File: src/rtl/lsu_pkg.sv
// Shared types for the load/store unit: request opcodes, memory access-size
// codes, fault codes and the FSM state type.
package lsu_pkg;

  typedef enum logic [2:0] {
    OP_LW  = 3'b000,
    OP_LH  = 3'b001,
    OP_LHU = 3'b010,
    OP_LB  = 3'b011,
    OP_LBU = 3'b100,
    OP_SW  = 3'b101,
    OP_SH  = 3'b110,
    OP_SB  = 3'b111
  } lsu_op_e;

  typedef enum logic [1:0] {
    SIZE_NONE = 2'b00,
    SIZE_WORD = 2'b01,
    SIZE_HALF = 2'b10,
    SIZE_BYTE = 2'b11
  } access_size_e;

  typedef enum logic [1:0] {
    FAULT_NONE     = 2'b00,
    FAULT_MISALIGN = 2'b01,
    FAULT_RANGE    = 2'b10
  } fault_e;

  typedef enum logic [1:0] {
    ST_IDLE   = 2'b00,
    ST_ACCESS = 2'b01,
    ST_RESP   = 2'b10
  } lsu_state_e;

  function automatic logic isStore(input lsu_op_e op);
    return (op == OP_SW) || (op == OP_SH) || (op == OP_SB);
  endfunction

  function automatic access_size_e opSize(input lsu_op_e op);
    case (op)
      OP_LW, OP_SW:         return SIZE_WORD;
      OP_LH, OP_LHU, OP_SH: return SIZE_HALF;
      default:              return SIZE_BYTE;
    endcase
  endfunction

endpackage

File: src/rtl/lsu_addr_check.sv
// Combinational effective-address generation plus alignment and range checks.
// Misalignment is reported in preference to an out-of-range address.
module lsu_addr_check
  import lsu_pkg::*;
#(
  parameter int ADDR_W    = 32,
  parameter int MEM_WORDS = 1024
) (
  input  logic [ADDR_W-1:0] base,
  input  logic [15:0]       offset,
  input  logic [2:0]        op,
  output logic [ADDR_W-1:0] effAddr,
  output logic [1:0]        sizeCode,
  output logic [1:0]        faultCode
);

  localparam logic [ADDR_W-3:0] WORD_LIMIT = (ADDR_W-2)'(MEM_WORDS);

  access_size_e sizeE;
  logic         misaligned;
  logic         outOfRange;

  always_comb begin
    effAddr    = base + {{(ADDR_W-16){offset[15]}}, offset};
    sizeE      = opSize(lsu_op_e'(op));
    misaligned = ((sizeE == SIZE_WORD) && (effAddr[1:0] != 2'b00)) ||
                 ((sizeE == SIZE_HALF) && effAddr[0]);
    outOfRange = (effAddr[ADDR_W-1:2] >= WORD_LIMIT);
    sizeCode   = sizeE;
    if (misaligned)
      faultCode = FAULT_MISALIGN;
    else if (outOfRange)
      faultCode = FAULT_RANGE;
    else
      faultCode = FAULT_NONE;
  end

endmodule

File: src/rtl/load_store_unit.sv
// MEM-stage load/store unit: accepts one request, performs a single-cycle
// data-memory access, and returns the (zero-extended where needed) result.
module load_store_unit
  import lsu_pkg::*;
#(
  parameter int ADDR_W    = 32,
  parameter int MEM_WORDS = 1024
) (
  input  logic              Clk,
  input  logic              Rst_n,
  input  logic              ReqValid,
  output logic              ReqReady,
  input  logic [2:0]        ReqOp,
  input  logic [ADDR_W-1:0] ReqBase,
  input  logic [15:0]       ReqOffset,
  input  logic [ADDR_W-1:0] ReqData,
  output logic              RespValid,
  input  logic              RespReady,
  output logic [ADDR_W-1:0] RespData,
  output logic [1:0]        RespFault,
  output logic [ADDR_W-1:0] MemAddress,
  output logic [ADDR_W-1:0] MemWriteData,
  output logic [1:0]        MemWrite,
  output logic [1:0]        MemRead,
  input  logic [ADDR_W-1:0] MemReadData
);

  lsu_state_e        state, nextState;
  lsu_op_e           opReg;
  logic [1:0]        sizeReg;
  logic [ADDR_W-1:0] checkAddr;
  logic [1:0]        checkSize;
  logic [1:0]        checkFault;
  logic              accept;
  logic [ADDR_W-1:0] loadResult;

  lsu_addr_check #(
    .ADDR_W   (ADDR_W),
    .MEM_WORDS(MEM_WORDS)
  ) uAddrCheck (
    .base     (ReqBase),
    .offset   (ReqOffset),
    .op       (ReqOp),
    .effAddr  (checkAddr),
    .sizeCode (checkSize),
    .faultCode(checkFault)
  );

  always_ff @(posedge Clk or negedge Rst_n) begin
    if (!Rst_n)
      state <= ST_IDLE;
    else
      state <= nextState;
  end

  // Memory strobes are decoded from state so an asynchronous reset during
  // ACCESS drops MemWrite immediately and no store commits.
  always_comb begin
    nextState = state;
    ReqReady  = 1'b0;
    RespValid = 1'b0;
    MemWrite  = SIZE_NONE;
    MemRead   = SIZE_NONE;
    accept    = 1'b0;
    case (state)
      ST_IDLE: begin
        ReqReady = Rst_n;
        if (ReqValid) begin
          accept    = 1'b1;
          nextState = (checkFault != FAULT_NONE) ? ST_RESP : ST_ACCESS;
        end
      end
      ST_ACCESS: begin
        if (isStore(opReg))
          MemWrite = sizeReg;
        else
          MemRead = sizeReg;
        nextState = ST_RESP;
      end
      ST_RESP: begin
        RespValid = 1'b1;
        if (RespReady)
          nextState = ST_IDLE;
      end
      default: nextState = ST_IDLE;
    endcase
  end

  // The memory already sign-extends, so only the unsigned loads need masking.
  always_comb begin
    loadResult = MemReadData;
    case (opReg)
      OP_LHU:              loadResult = {{(ADDR_W-16){1'b0}}, MemReadData[15:0]};
      OP_LBU:              loadResult = {{(ADDR_W-8){1'b0}}, MemReadData[7:0]};
      OP_SW, OP_SH, OP_SB: loadResult = '0;
      default:             loadResult = MemReadData;
    endcase
  end

  // Faulting requests never touch the memory port, so its address/data hold.
  always_ff @(posedge Clk or negedge Rst_n) begin
    if (!Rst_n) begin
      opReg        <= OP_LW;
      sizeReg      <= SIZE_NONE;
      MemAddress   <= '0;
      MemWriteData <= '0;
      RespData     <= '0;
      RespFault    <= FAULT_NONE;
    end else begin
      case (state)
        ST_IDLE: begin
          if (accept) begin
            opReg     <= lsu_op_e'(ReqOp);
            sizeReg   <= checkSize;
            RespFault <= checkFault;
            RespData  <= '0;
            if (checkFault == FAULT_NONE) begin
              MemAddress   <= checkAddr;
              MemWriteData <= ReqData;
            end
          end
        end
        ST_ACCESS: RespData <= loadResult;
        default: ;
      endcase
    end
  end

endmodule

File: config.mk
export PLATFORM = sky130hd
export DESIGN_NAME = load_store_unit
export DESIGN_NICKNAME = d
export VERILOG_FILES = /design/src/rtl/lsu_pkg.sv /design/src/rtl/lsu_addr_check.sv /design/src/rtl/load_store_unit.sv
export SDC_FILE = /design/constraint.sdc
export NUM_CORES = 1
export LEC_CHECK = 0
export ABC_AREA = 1
export CAP_MARGIN = 15
export CORE_UTILIZATION = 40
export CTS_BUF_LIST = sky130_fd_sc_hd__clkbuf_2 sky130_fd_sc_hd__clkbuf_4 sky130_fd_sc_hd__clkbuf_8
export CTS_CLUSTER_DIAMETER = 60
export DETAILED_ROUTE_END_ITERATION = 16
export GPL_ROUTABILITY_DRIVEN = 0
export PLACE_DENSITY = 0.71
export SLEW_MARGIN = 10
export SYNTH_ARGS = -nofsm -noshare
export SYNTH_HDL_FRONTEND = slang
export SYNTH_HIERARCHICAL = 1
export SYNTH_SLANG_ARGS = --single-unit
File: constraint.sdc
create_clock -name Clk -period 2.3 [get_ports Clk]
set_clock_uncertainty 0.1 [all_clocks]
set_input_delay 0.46 -clock Clk [delete_from_list [all_inputs] [get_ports Clk]]
set_output_delay 0.46 -clock Clk [all_outputs]
set_load 0.02 [all_outputs]
# Word-level counts from Yosys, hierarchy flattened
# Index checks and enable logic that the tools add are counted.
# op_classes
n_addsub	1
n_lt_le_gt_ge	1
eq_ne	16
mux	18
n_reduce_logical	18
# ops
cell	count
32-bit one-hot mux with 3 select lines	1
32-bit one-hot mux with 2 select lines	1
32-bit adder	1
32-bit two-way mux	1
30-bit by 11-bit >= comparator with 1-bit output, second input constant	1
3-bit equality test, second input constant	6
2-bit two-way mux	9
3-bit by 2-bit equality test with 1-bit output, second input constant	2
2-bit inequality test, second input constant	3
2-bit one-hot mux with 3 select lines	1
2-bit AND reduction	3
2-bit nonzero test	3
3-bit OR reduction	2
2-bit by 1-bit equality test with 1-bit output, second input constant	2
2-bit equality test, second input constant	2
2-bit logical NOT	2
1-bit two-way mux	4
2-bit one-hot mux with 2 select lines	1
3-bit by 1-bit equality test with 1-bit output, second input constant	1
3-bit logical NOT	1
1-bit logical OR	3
3-bit AND reduction	1
1-bit logical AND	2
2-bit OR reduction	1
# word_totals
ff_bits	105
word_cells	61

# Depth between registers and ports, before layout
# Gate-level depths: netlist of run 1.
# depth
ltp_word	11
depth_mapped	25

# By module
# The synthesis of run 1 kept the hierarchy.
# by_module_without_submodules
module	n_inst	cells_per_inst	area_per_inst_um2	seq_area_each_um2
load_store_unit	1	484	4361.7	2627.5
lsu_addr_check	1	563	2692.6	0.0

# Worst setup path after synthesis of run 1
# No wires, ideal clock.
# synth_path
path_kind	input -> register
start	input port ReqOffset[0]
end	register MemAddress[0]
setup_time_ns	0.117
t_arrival_ns	2.730
setup_slack_ns	-0.648
path_stages	23
path_buffers	2
path_cell_list	ha_1 > inv_1 > fa_1 > inv_1 > nand3_1 > nand3_1 > nand3_1 > nand3_1 > nand2_1 > nand3_1 > nand2_1 > nor2_1 > nand2_1 > nor2_1 > nand3_1 > nand2_1 > inv_1 > nor2_1 > nand3_1 > buf_2 > buf_2 > nand2_1 > nand2_1
# synth_via
word_cells_on_any_way	10
# synth_lines
element	line_no	text
start: declaration	load_store_unit.sv:15	input logic [15:0] ReqOffset,
32-bit adder	lsu_addr_check.sv:24	effAddr = base + {{(ADDR_W-16){offset[15]}}, offset};
via checkAddr[28]	load_store_unit.sv:31	logic [ADDR_W-1:0] checkAddr;
30-bit by 11-bit >= comparator with 1-bit output	lsu_addr_check.sv:28	outOfRange = (effAddr[ADDR_W-1:2] >= WORD_LIMIT);
2-bit two-way mux	lsu_addr_check.sv:32	else if (outOfRange)
2-bit two-way mux	lsu_addr_check.sv:30	if (misaligned)
via checkFault[1]	load_store_unit.sv:33	logic [1:0] checkFault;
2-bit logical NOT	load_store_unit.sv:117	if (checkFault == FAULT_NONE) begin
3-bit AND reduction (no source line)	--	
end signal: assignment	load_store_unit.sv:118	MemAddress <= checkAddr;
end: declaration	load_store_unit.sv:21	output logic [ADDR_W-1:0] MemAddress,
# The timed path passes the listed nets, and every way through them passes these cells.
# A chain may end at the register's enable or synchronous reset.

# Final worst setup path of run 1
# layout_path
start	input port ReqBase[10]
end	register MemWriteData[23]
# layout_via
elab_chain_len	6
# layout_rtl
element	line_no	text
start: declaration	load_store_unit.sv:14	input logic [ADDR_W-1:0] ReqBase,
32-bit adder	lsu_addr_check.sv:24	
via checkAddr[29]	load_store_unit.sv:31	
30-bit by 11-bit >= comparator with 1-bit output	lsu_addr_check.sv:28	
2-bit two-way mux	lsu_addr_check.sv:32	
2-bit two-way mux	lsu_addr_check.sv:30	
via checkFault[1]	load_store_unit.sv:33	
2-bit logical NOT	load_store_unit.sv:117	
3-bit AND reduction (no source line)	--	
end signal: assignment	load_store_unit.sv:119	MemWriteData <= ReqData;
end: declaration	load_store_unit.sv:22	output logic [ADDR_W-1:0] MemWriteData,
# The timed path passes the listed nets, and every way through them passes these cells.

==> flow_summary.json, run 1 <==
{
  "violations": "setup timing",
  "cts_tree": "yes",
  "synth_cells": 1047,
  "core_sq_um": 17200,
  "period_share_pct": 129,
  "drtIter0Drc": 559,
  "pwr-share-clk_pct": 11.6,
  "mappedNetlistNets": 1198,
  "fin_nets": 1542,
  "dr.pass1.iters": 5,
  "path_cells": "clkdlybuf4s15_1 > ha_4 > nand2_4 > inv_2 > nand2_2 > nor3_2 > nand2_1 > nand2_2 > nand2_2 > nand3_2 > nand2_2 > nor2_1 > nand2_1 > nor2_2 > nand3_1 > nand2_1 > inv_2 > nor2_4 > nand3_4 > buf_12 > buf_8 > buf_16 > nand2_2 > nand2_1",
  "avgSynthCellArea_sq_um": 6.74,
  "critPathTopFamily": "simple AND/OR/NAND/NOR gates",
  "cp_slowest_cell": "ha_4",
  "setup_slack_ns": -0.672,
  "grt_pass1_vias": 7732,
  "synthSimpleGateAreaFrac_pct": 42.4,
  "cp.required_ns": 2.47,
  "synth_top_family_by_area": "simple AND/OR/NAND/NOR gates",
  "p_int_mw": 5.44,
  "finalMaxSlewViolations": 0,
  "dp_cells": 1544,
  "ys.flop_type": "dfrtp_1",
  "synth.most_common_cell": "nand2_1",
  "htreeDepth": 3,
  "drt.antenna.violating_nets": 0,
  "synth_xor_area_share_pct": 1.99,
  "synth_area_sq_um": 7050,
  "hold_class": "in2async",
  "p_comb_share_pct": 56.6,
  "swShare_pct": 42.1,
  "crit_top_cell": "nand2_2",
  "clk_latency_ns": 0.37,
  "cts_made_buffers": 9,
  "synth.ff_latch_count": 105,
  "n_antenna_cell": 0,
  "worst_pin_slew_ns": 0.707,
  "synth_top_area_share_pct": 37.2,
  "grt_max_degree": 56,
  "synth_edf_count": 0,
  "overflow": 0,
  "use_met3_pct": 4.17,
  "p_seq_share_pct": 31.8,
  "cp-end-kind": "register",
  "power.leakage_nw": 6.24,
  "num_rows": 48,
  "synth_cell_types": 30,
  "fillers": 1358,
  "met2_usage_pct": 48.9,
  "yosys.area.top_type": "dfrtp_1",
  "finalHoldViolations": 0,
  "synth_area_leaders": "dfrtp_1 (37%), nand2_1 (23%), inv_1 (7.8%)",
  "crit_path_start_kind": "input pin",
  "die_width_um": 135,
  "grt_util_met1_pct": 32.1,
  "busiest_layer": "met2",
  "port_buffers": 222,
  "place_ws_ns": -1.37,
  "rsz0062_at_grt": "true",
  "cts_buffer_depth": 2,
  "grt_usage_pct": 26.8,
  "cts-root-buf": "clkbuf_8",
  "crit_buf_inv": 6,
  "clkTransAtPathRegs_ns": 0.10,
  "async_reset_ff_share_pct": 100,
  "antenna_found_initial": 0,
  "grt_pass1_wl_mm": 38.4,
  "status": "complete, but fails checks",
  "detail_route.wl_per_cell_um": 15.7,
  "dp_hpwl_mm": 16.5,
  "totalPowerFinal_mw": 9.39,
  "synthMuxAreaShare_pct": 0,
  "setup-violations-final": 67,
  "yosys-top-cells-count": "nand2_1 (423), inv_1 (147), dfrtp_1 (105)",
  "cp_slowest_stage_delay_ns": 0.34,
  "powerDensity_nw_per_um2": 776,
  "die_y_um": 135,
  "crit_arrival_ns": 3.14,
  "start_util_pct": 40.9,
  "yosys.area_share.adder_pct": 5.78,
  "fin_crit_ns": 2.97,
  "yosysWarnings": 6,
  "ir_worst_vdd_v": 0.000641,
  "io_pins": 223,
  "synth-seq-area-share_pct": 37.2,
  "relSlewSlack_pct": 52.9,
  "finalNonFillerCells": 1621,
  "cts.sinks": 105,
  "avgViaCountPerCell": 5.05,
  "drt-total-wl_mm": 25.4,
  "p_switching_mw": 3.95,
  "drc": 0,
  "drv_cap": 0,
  "multi_input_area_sq_um": 4830,
  "final_core_util_pct": 70.3,
  "fmax_ghz": 0.336,
  "syn2layout_area_growth_pct": 71.7,
  "synth_compound_area_share_pct": 1.72,
  "path_class": "in2reg",
  "cp_max_fo": 8,
  "via_count": 8194,
  "seq_area_sq_um": 2630,
  "die-area_sq_um": 18200,
  "drive_gt1_share_pct": 34.1
}
[worst paths after layout]
check / from / to / slack (ns) / cells after the start
setup / recovery: ReqBase[10] / MemWriteData[23] / -0.67 / 24
min in group Clk: sizeReg[1] / sizeReg[1] / 0.38 / 2
setup reg to reg: state[0] / MemWriteData[23] / 0.56 / 8
max in group asynchronous: Rst_n / MemAddress[13] / 0.86 / 3
hold reg to reg: sizeReg[1] / sizeReg[1] / 0.38 / 2
hold / removal: Rst_n / RespData[1] / 0.14 / 2
[registers in the layout, indices dropped and copies added (netlist names)]
signal,flops
RespFault,2
MemAddress,32
RespData,32
state,2
sizeReg,2
MemWriteData,32
opReg,3
[placed cells by master, fill, tap and decap left out, types with 19 or more instances in the layout]
cell type,count
inv_1,132
buf_4,128
nand4_1,86
nand2_1,282
inv_2,22
dlygate4sd2_1,19
nand2_2,131
dfrtp_1,105
clkbuf_2,19
nand2_4,29
nand3_1,62
ha_4,30
nor2_1,25
clkdlybuf4s50_1,167
[logic make-up after synthesis]
| group | after synthesis |
|---|---|
| adder cells (fa/ha/maj) | 32 |
| AND/OR/NAND/NOR | 676 |
| XOR/XNOR | 16 |
| AO/OA/AOI/OAI | 22 |
| buffers and inverters | 196 |
| flip-flops | 105 |
[routing by layer]
metal | wire, um | share of wire (%)
met4 | 645 | 2.5
met1 | 10100 | 40
met3 | 1510 | 5.9
met2 | 13100 | 52
met5 | 0 | 0
[power by group through the flow]
stage | logic, mW | clock network, mW | registers [mW]
3_5_place_dp | 4.56 | 0 | 2.92
5_1_grt | 5.68 | 1.18 | 3.07
2_1_floorplan | 1.51 | 0 | 3.65
4_1_cts | 5.13 | 1.12 | 2.98
6_report | 5.31 | 1.09 | 2.99
3_3_place_gp | 4.48 | 0 | 2.92
[layout make-up]
class                   instances  area share (%)
inverters                     154            4.77
multi-input cells             746            39.9
clock buffers                  11            1.20
clock inverters                 5           0.331
flip-flops and latches        105            21.7
well taps                     225            2.32
repair buffers                375            29.7
[timing repair]
action	in CTS	in global routing
endpoints found under the setup margin	72	70
hold buffers	0	0
pin swaps	83	81
resized for setup	301	115
setup buffers	42	9
cloned	9	1
[per-stage QoR]
step / hold slack (ns) / instance area [sq um] / TNS, ns
2_1_floorplan: 0.0644 / 7160 / -25.01
3_3_place_gp: 0.354 / 10200 / -85.00
3_5_place_dp: 0.358 / 10200 / -89.89
5_1_grt: 0.179 / 12100 / -50.66
4_1_cts: 0.142 / 11800 / -33.53
6_report: 0.140 / 12100 / -41.06
No activity file was read; power rests on OpenSTA's default activity.
==> run 2: changes to the inputs <==
PLACE_DENSITY = not set   (was 0.71)
PLACE_DENSITY_LB_ADDON = 0.15   (was not set)
==> run 2 against run 1 <==
Effect of this change: the flow still finishes with violations (setup timing); via count fell by 4.3%; wire length fell by 8.7%; combinational power fell by 4.1%; sequential power barely moved; sequential share of layout area rose by 0.67 points; clock-buffer cell count fell by 1; design area fell by 3.0%; hold slack got worse by 0.049 ns; non-clock buffer count fell by 16; final cell count fell by 1.0%; die area did not move; fmax rose by 0.99%.
==> flow_summary.json, run 2 (synthesis results as in run 1) <==
{
  "fmax_ghz": 0.340,
  "finalMaxSlewViolations": 0,
  "hold_class": "in2async",
  "status": "complete, but fails checks",
  "num_rows": 48,
  "avgViaCountPerCell": 4.89,
  "port_buffers": 222,
  "final_cell_mix": "nand2_1 (340), clkdlybuf4s50_1 (167), inv_1 (141)",
  "drt-total-wl_mm": 23.2,
  "drv_cap": 0,
  "cts_tree": "yes",
  "detail_route.wl_per_cell_um": 14.5,
  "setup-violations-final": 67,
  "crit_arrival_ns": 3.12,
  "cts.sinks": 105,
  "fillers": 1476,
  "worst_pin_slew_ns": 0.765,
  "grt_pass1_vias": 7358,
  "finalHoldViolations": 0,
  "overflow": 0,
  "clk_latency_ns": 0.37,
  "htreeDepth": 3,
  "finalNonFillerCells": 1604,
  "power.leakage_nw": 6.12,
  "ir_worst_vdd_v": 0.000590,
  "powerDensity_nw_per_um2": 795,
  "start_util_pct": 40.9,
  "grt_pass1_wl_mm": 37.0,
  "final_common_cell": "nand2_1",
  "violations": "setup timing",
  "crit_path_start_kind": "input pin",
  "drt.antenna.violating_nets": 0,
  "period_share_pct": 128,
  "tns_ns": -36.43,
  "dp_hpwl_mm": 16.2,
  "dp_cells": 1544,
  "cp.required_ns": 2.48,
  "grt_usage_pct": 25.7,
  "place_ws_ns": -1.51,
  "reg.largest.list": "MemAddress (32), MemWriteData (32), RespData (32)",
  "fin_crit_ns": 2.94,
  "cp_max_fo": 8,
  "io_pins": 223,
  "cts_made_buffers": 9,
  "cts_hold_buffers": 0,
  "antenna_found_initial": 0,
  "final_core_util_pct": 68.1,
  "dr.pass1.iters": 5,
  "drc": 0,
  "path_class": "in2reg",
  "reg2reg_depth": 6,
  "cts-root-buf": "clkbuf_8",
  "rsz0062_at_grt": "true",
  "drive_gt1_share_pct": 26.8,
  "cts_buffer_depth": 2,
  "via_count": 7843,
  "die_width_um": 135,
  "relSlewSlack_pct": 49.0,
  "drtIter0Drc": 440,
  "fin_nets": 1526,
  "setup_slack_ns": -0.643,
  "cp-end-kind": "register",
  "grt_max_degree": 61,
  "n_antenna_cell": 0,
  "die-area_sq_um": 18200,
  "clkTransAtPathRegs_ns": 0.10,
  "core_sq_um": 17200,
  "die_y_um": 135,
  "syn2layout_area_growth_pct": 66.5
}
## run 2: cell types whose count changed in the layout (fill, tap and decap cells not counted), moves of 8 or more
cell           delta
nand2_4           -9
buf_4            -16
dlygate4sd2_1    +28
nand2_1          +58
inv_2            -10
buf_6             +8
inv_1             +9
clkbuf_2         -18
nand2_2          -49
## run 2: layer usage
metal / track usage (%) / wire length, um
met5: 0 / 0
met2: 45.8 / 11600
met4: 7.68 / 495
met3: 2.78 / 1180
met1: 32.5 / 9890
## run 2: what timing repair did
item                       CTS  global route
pin swaps                   47            36
cloned                       9             1
gates resized for setup    206            76
buffers inserted            35             8
setup endpoints to repair   72            71
## run 2: area by class of cell
class                           count  area, sq um  area share (%)
Clock buffer                       10          138            1.17
Clock inverter                      5         86.3           0.735
Inverter                          154          581            4.94
Multi-Input combinational cell    746         4590            39.1
Sequential cell                   105         2630            22.4
Tap cell                          225          282            2.40
Timing Repair Buffer              359         3440            29.3
## run 2: critical path: stages
cell and delay, ns:
buf_12 0.12, buf_16 0.14, buf_4 0.14, ha_4 0.29, nand2_4 0.07, nor2_2 0.12
nand2_1 0.09, nor2_1 0.15, nand2_2 0.10, nand3_1 0.10, nand2_2 0.06, nor2_1 0.12
nand2_1 0.07, nor2_1 0.09, nand3_1 0.07, nand2_1 0.08, inv_2 0.05, nor2_4 0.14
nand3_4 0.16, buf_12 0.20, clkbuf_16 0.16, nand2_1 0.07, nand2_1 0.04
## run 2: power breakdown
part,leakage (nW),switching (mW),internal [mW]
Sequential,1.35,0.463,2.50
Combinational,4.66,2.71,2.38
Clock,0.113,0.640,0.647
Total,6.12,3.81,5.53
## run 2: through the flow
stage          cell area, sq um  total power [mW]  hold slack, ns
2_1_floorplan              7160              5.15          0.0644
3_3_place_gp              10200              7.39           0.353
3_5_place_dp              10200              7.47           0.357
4_1_cts                   11600              9.20          0.0975
5_1_grt                   11700              9.91           0.129
6_report                  11700              9.34          0.0914
## run 2: path summary, 6_finish.rpt
kind	from	end	slack (ns)
max in group asynchronous	Rst_n	MemAddress[19]	0.81
min in group Clk	sizeReg[1]	sizeReg[1]	0.38
min reg2reg	sizeReg[1]	sizeReg[1]	0.38
max	ReqOffset[15]	MemAddress[11]	-0.64
min	Rst_n	RespData[23]	0.09
max reg2reg	state[0]	MemAddress[11]	0.54
